==> src/rtl/led_ctrl_pkg.sv <==
// Shared encodings for the LED blink sequencer: FSM states and blink rate select codes.
package led_ctrl_pkg;

  typedef enum logic [1:0] {
    ST_IDLE = 2'd0,
    ST_LOAD = 2'd1,
    ST_RUN  = 2'd2,
    ST_DONE = 2'd3
  } state_e;

  // Rate select codes as {switch_1, switch_2}
  localparam logic [1:0] RATE_00 = 2'b00;
  localparam logic [1:0] RATE_01 = 2'b01;
  localparam logic [1:0] RATE_10 = 2'b10;
  localparam logic [1:0] RATE_11 = 2'b11;

endpackage

==> src/rtl/led_blink_sequencer_tick_prescaler.sv <==
// Free-running 0..DIV-1 counter that pulses o_tick on its last count; held at 0 while cleared.
module tick_prescaler #(
  parameter int DIV = 10
) (
  input  logic i_clock,
  input  logic i_reset,
  input  logic i_clear,
  output logic o_tick
);

  localparam int CW = (DIV > 1) ? $clog2(DIV) : 1;

  logic [CW-1:0] cnt_q, cnt_d;

  assign o_tick = !i_clear && (cnt_q == CW'(DIV - 1));

  always_comb begin
    cnt_d = cnt_q;
    if (i_clear || o_tick) begin
      cnt_d = '0;
    end else begin
      cnt_d = cnt_q + 1'b1;
    end
  end

  always_ff @(posedge i_clock) begin
    if (i_reset) begin
      cnt_q <= '0;
    end else begin
      cnt_q <= cnt_d;
    end
  end

endmodule

==> src/rtl/led_blink_sequencer.sv <==
// Walks a small (rate select, duration) table and drives one led_blink instance step by step.
//
//   state | meaning
//   IDLE  | waiting for i_start, outputs low
//   LOAD  | read table[step]; zero duration skips straight to the next step
//   RUN   | hold rate select for dur ticks
//   DONE  | one-cycle o_done pulse, outputs low
module led_blink_sequencer
  import led_ctrl_pkg::*;
#(
  parameter  int CLK_HZ    = 25_000_000,
  parameter  int TICK_HZ   = 1000,
  parameter  int NUM_STEPS = 4,
  parameter  int DUR_W     = 16,
  localparam int STEP_W    = (NUM_STEPS > 1) ? $clog2(NUM_STEPS) : 1
) (
  input  logic              i_clock,
  input  logic              i_reset,
  input  logic              i_wr_en,
  input  logic [STEP_W-1:0] i_wr_addr,
  input  logic [1:0]        i_wr_sel,
  input  logic [DUR_W-1:0]  i_wr_dur,
  input  logic              i_start,
  input  logic              i_stop,
  input  logic              i_loop,
  output logic              o_enable,
  output logic              o_switch_1,
  output logic              o_switch_2,
  output logic              o_busy,
  output logic              o_done,
  output logic [STEP_W-1:0] o_step
);

  localparam int TICK_DIV = CLK_HZ / TICK_HZ;

  state_e            state_q, state_d;
  logic [STEP_W-1:0] step_q, step_d;
  logic [DUR_W-1:0]  cnt_q, cnt_d;
  logic              ran_q, ran_d;
  logic              enable_q, enable_d;
  logic [1:0]        sw_q, sw_d;
  logic              busy_q, busy_d;
  logic              done_q, done_d;

  logic [1:0]        tbl_sel_q [NUM_STEPS];
  logic [1:0]        tbl_sel_d [NUM_STEPS];
  logic [DUR_W-1:0]  tbl_dur_q [NUM_STEPS];
  logic [DUR_W-1:0]  tbl_dur_d [NUM_STEPS];

  logic              tick;
  logic              wr_ok;
  logic              last_step;
  logic              advance;
  logic [1:0]        cur_sel;
  logic [DUR_W-1:0]  cur_dur;

  tick_prescaler #(.DIV(TICK_DIV)) u_prescaler (
    .i_clock (i_clock),
    .i_reset (i_reset),
    .i_clear (state_q != ST_RUN),
    .o_tick  (tick)
  );

  assign wr_ok     = i_wr_en && (int'(i_wr_addr) < NUM_STEPS);
  assign last_step = (step_q == STEP_W'(NUM_STEPS - 1));
  assign cur_sel   = tbl_sel_q[step_q];
  assign cur_dur   = tbl_dur_q[step_q];

  always_comb begin
    tbl_sel_d = tbl_sel_q;
    tbl_dur_d = tbl_dur_q;
    if (wr_ok) begin
      tbl_sel_d[i_wr_addr] = i_wr_sel;
      tbl_dur_d[i_wr_addr] = i_wr_dur;
    end
  end

  always_comb begin
    state_d  = state_q;
    step_d   = step_q;
    cnt_d    = cnt_q;
    ran_d    = ran_q;
    enable_d = enable_q;
    sw_d     = sw_q;
    busy_d   = busy_q;
    done_d   = 1'b0;
    advance  = 1'b0;

    case (state_q)
      ST_IDLE: begin
        if (i_start && !i_stop) begin
          state_d = ST_LOAD;
          step_d  = '0;
          ran_d   = 1'b0;
          busy_d  = 1'b1;
        end
      end
      ST_LOAD: begin
        if (cur_dur != '0) begin
          state_d  = ST_RUN;
          enable_d = 1'b1;
          sw_d     = cur_sel;
          cnt_d    = cur_dur;
          ran_d    = 1'b1;
        end else begin
          advance = 1'b1;
        end
      end
      ST_RUN: begin
        if (tick) begin
          if (cnt_q == DUR_W'(1)) begin
            advance = 1'b1;
          end else begin
            cnt_d = cnt_q - 1'b1;
          end
        end
      end
      ST_DONE: begin
        state_d = ST_IDLE;
      end
      default: begin
        state_d = ST_IDLE;
      end
    endcase

    // Outputs stay at the old step's value through the following LOAD so the LED never drops out.
    if (advance) begin
      if (!last_step) begin
        step_d  = step_q + 1'b1;
        state_d = ST_LOAD;
      end else if (i_loop && ran_q) begin
        step_d  = '0;
        ran_d   = 1'b0;
        state_d = ST_LOAD;
      end else begin
        state_d  = ST_DONE;
        done_d   = 1'b1;
        enable_d = 1'b0;
        sw_d     = RATE_00;
        busy_d   = 1'b0;
      end
    end

    if (i_stop) begin
      state_d  = ST_IDLE;
      enable_d = 1'b0;
      sw_d     = RATE_00;
      busy_d   = 1'b0;
      done_d   = 1'b0;
    end
  end

  always_ff @(posedge i_clock) begin
    if (i_reset) begin
      state_q  <= ST_IDLE;
      step_q   <= '0;
      cnt_q    <= '0;
      ran_q    <= 1'b0;
      enable_q <= 1'b0;
      sw_q     <= RATE_00;
      busy_q   <= 1'b0;
      done_q   <= 1'b0;
      for (int i = 0; i < NUM_STEPS; i++) begin
        tbl_sel_q[i] <= RATE_00;
        tbl_dur_q[i] <= '0;
      end
    end else begin
      state_q   <= state_d;
      step_q    <= step_d;
      cnt_q     <= cnt_d;
      ran_q     <= ran_d;
      enable_q  <= enable_d;
      sw_q      <= sw_d;
      busy_q    <= busy_d;
      done_q    <= done_d;
      tbl_sel_q <= tbl_sel_d;
      tbl_dur_q <= tbl_dur_d;
    end
  end

  assign o_enable   = enable_q;
  assign o_switch_1 = sw_q[1];
  assign o_switch_2 = sw_q[0];
  assign o_busy     = busy_q;
  assign o_done     = done_q;
  assign o_step     = step_q;

endmodule

==> config.mk <==
export PLATFORM = sky130hd
export DESIGN_NAME = led_blink_sequencer
export DESIGN_NICKNAME = d
export VERILOG_FILES = /design/src/rtl/led_ctrl_pkg.sv /design/src/rtl/led_blink_sequencer_tick_prescaler.sv /design/src/rtl/led_blink_sequencer.sv
export SDC_FILE = /design/constraint.sdc
export NUM_CORES = 1
export LEC_CHECK = 0
export ABC_CLOCK_PERIOD_IN_PS = 7100
export CAP_MARGIN = 20
export CORE_MARGIN = 3
export CORE_UTILIZATION = 58
export DETAILED_ROUTE_END_ITERATION = 7
export PLACE_DENSITY = 0.86
export SLEW_MARGIN = 5
export SYNTH_ARGS = -nofsm -noshare
export SYNTH_HDL_FRONTEND = slang
export SYNTH_SLANG_ARGS = --single-unit
export TNS_END_PERCENT = 20
==> constraint.sdc <==
create_clock -name i_clock -period 7.1 [get_ports i_clock]
set_clock_uncertainty 0.15 [all_clocks]
set_input_delay 1.065 -clock i_clock [delete_from_list [all_inputs] [get_ports i_clock]]
set_output_delay 1.065 -clock i_clock [all_outputs]
set_load 0.02 [all_outputs]
==> out/qor.csv <==
stage;metric;value;unit
outcome;outcome;complete, no violations;
min_path;HP Class;register to register;
timing;final setup fails;0;
route;Residual DRC;0;
synthesis;Syn. warnings;0;
route;vias post-DR;4622;
grt;antenna violations before repair;0;
route;wire length per cell;17.2;microns
placement;Placement Setup Slack;3630;ps
floorplanning;core area;0.00838;sq mm
timing;period utilization;0.498;
synthesis;ys async rst share;0;
cts;post-CTS setup buffer count;0;
cells_and_area;footprint of the multi-input gates;0.00268;sq mm
cells_and_area;fillers;607;
cts;number of CTS-inserted buffers;17;
route;Final ANT Viol Nets;0;
cts;hold_buf cts;0;
grt;grt ovf;0;
critical_path;most frequent CP cell;inv_1;
timing;Slew headroom;0.333;
timing;final worst path period need;3540;ps
cts;CTS tree;built;
timing;Slew Viols, Final;0;
placement;Placer Congestion;0.879;
route;vias per inst;6.09;
timing;Setup WS post-layout;3560;ps
cts;H-tree Lvls;4;
critical_path;critical-path cell list;inv_1 -> ha_1 -> inv_1 -> nor4_1 -> nand4_1 -> o22a_1 -> or4b_1 -> o21ai_1;
floorplanning;I/O Pins;33;
route;final wirelength;13100;microns
floorplanning;die height;100;microns
cells_and_area;most common cell after layout, fill and taps aside;nand2_1;
synthesis;syn avg cell area;8.25;sq um
timing;RSZ-0062 raised after global routing;no;
critical_path;WS Path Type;register to register;
cts;clock-pin slew on the worst setup and hold paths;50;ps
critical_path;CP Launch Type;register;
timing;final hold vios;0;
flow_run;max_cap viols;0;
cts;post-CTS resize count;0;
critical_path;Worst EP required;7400;ps
timing;Setup Total Neg Slack;0;ps
critical_path;max incr delay on CP;680;ps
cts;worst-case clock buffer depth;2;
power;Max IR drop VDD;0.227;mV
grt;number of global-route vias before repair;4514;
synthesis;register area share after synthesis;0.441;
placement;Detailed Place HPWL;8060;microns
critical_path;CP Capture Type;register;
synthesis;Post-synth EDFFs;0;
critical_path;crit path DAT;3840;ps
floorplanning;Die W;100;microns
floorplanning;Initial Util;0.612;
synthesis;Cells after Synth;622;
critical_path;crit path max-delay cell type;ha_1;
cts;Sink Count;113;
cells_and_area;Nets;676;
cells_and_area;Diodes inserted;0;
synthesis;synthesized cell area;0.00513;sq mm
critical_path;Worst Path Max Fanout;25;
cells_and_area;commonest non-fill, non-tap cells in the layout;nand2_1 (171), dfxtp_1 (113), a21oi_1 (93);
route;DRT iter0 DRCs;359;
cells_and_area;Syn-to-layout area delta;17.1;%
synthesis;Yosys reg bits;113;
synthesis;Synth cell types;52;
placement;PortBufs;32;
cts;root buffer cell;clkbuf_8;
timing;Least-Margin Pin Slew;999;ps
grt;pin count of the biggest net entering global routing;96;
power;P_leak;2.01;nW
grt;overall routing resource usage;0.272;
cells_and_area;share of cells above drive strength 1;0.0994;
synthesis;Post-Syn Nets;657;
synthesis;Main synth FF type;dfxtp_1;
floorplanning;die area;0.0100;sq mm
timing;Fmax achieved;0.283;GHz
power;Pwr Density;257;mW/mm^2
grt;first-pass GRT wire length;21600;microns
route;first drt pass iteration count;5;
cells_and_area;Register Area;0.00226;sq mm
floorplanning;row cnt;33;
cts;worst skew pair latency;520;ps
## worst max-delay path, delay by kind of cell (launching register included)
| kind | cells | cell delay, ps |
|---|---|---|
| AO/OA/AOI/OAI | 2 | 360 |
| adder cells (fa/ha/maj) | 1 | 680 |
| buffers and inverters | 2 | 640 |
| flip-flops | 1 | 360 |
| AND/OR/NAND/NOR | 3 | 1290 |
## per-stage QoR
stage | power [W] | instances | hold WS [ps] | util | cell area, sq um
after detailed placement | 0.000785 | 727 | 295 | 0.652 | 5460
after global placement | 0.000781 | 727 | 280 | 0.652 | 5460
after CTS | 0.00154 | 759 | 304 | 0.716 | 6000
after global routing | 0.00159 | 759 | 322 | 0.716 | 6000
after floorplan | 0.000743 | 622 | 268 | - | 5130
final | 0.00154 | 759 | 301 | 0.716 | 6000
## final timing paths
check,startpoint,endpoint,slack [ps],cells past startpoint
worst max-delay path,state_q[0]$_SDFFE_PP0P_,o_step[1]$_SDFF_PP0_,3560,8
worst min-delay path,u_prescaler.cnt_q[0]$_SDFF_PP0_,u_prescaler.cnt_q[0]$_SDFF_PP0_,300,1
worst max register to register,state_q[0]$_SDFFE_PP0P_,o_step[1]$_SDFF_PP0_,3560,8
worst min register to register,u_prescaler.cnt_q[0]$_SDFF_PP0_,u_prescaler.cnt_q[0]$_SDFF_PP0_,300,1
## state kept, by name, summed over array words and instances (netlist names)
signal and count:
o_done 1, state_q 2, tbl_sel_q 8, o_step 2
o_enable 1, cnt_q 16, sw_q 2, u_prescaler.cnt_q 15
ran_q 1, tbl_dur_q 64, o_busy 1
## cell type report
cell class / count / area share
Multi-Input combinational cell: 461 / 0.446
Clock inverter: 11 / 0.0135
Tap cell: 105 / 0.0219
Timing Repair Buffer: 37 / 0.0588
Clock buffer: 21 / 0.0765
Sequential cell: 113 / 0.377
Inverter: 11 / 0.00688
## metal layers
layer	vias up	track usage	part of all wire
met5	-	0	0
met4	0	0.113	0.024
met3	32	0.0612	0.085
met2	223	0.456	0.49
met1	2174	0.340	0.40
li1	2193	-	-
## logic make-up after synthesis
family          count (synthesis)  share of synthesized area
xor+xnor                       13                     0.0222
mux                            22                     0.0871
simple gates                  273                      0.232
compound gates                144                      0.157
flops                         113                      0.441
buf+inv                        48                     0.0383
fa+ha+maj                       9                     0.0220
## power by group
| part | switching (W) | total [W] | internal [W] |
|---|---|---|---|
| clock | 0.000310 | 0.000767 | 0.000457 |
| sequential | 0.0000112 | 0.000663 | 0.000652 |
| combinational | 0.0000700 | 0.000113 | 0.0000431 |
| total | 0.000391 | 0.00154 | 0.00115 |
## cell usage after synthesis, types with 4 or more instances
cell type  instances  area, sq um
nand3b_1           4         30.0
nor2_1            38          143
o21ai_0           22          110
dfxtp_1          113         2260
or2_2              4         25.0
a211oi_1           7         52.6
mux4_2            18          405
xnor2_1            5         43.8
nand3_1           15         75.1
nand2_1          171          642
buf_2              4         20.0
a21oi_1           93          465
clkbuf_1          28          105
xor2_1             8         70.1
o31ai_1            4         30.0
inv_1             11         41.3
nor3_1             5         25.0
nor4_1             7         43.8
nand4_1            5         31.3
ha_1               9          113
and3_1             5         31.3
Note: power is estimated with default switching activity, not from simulation.
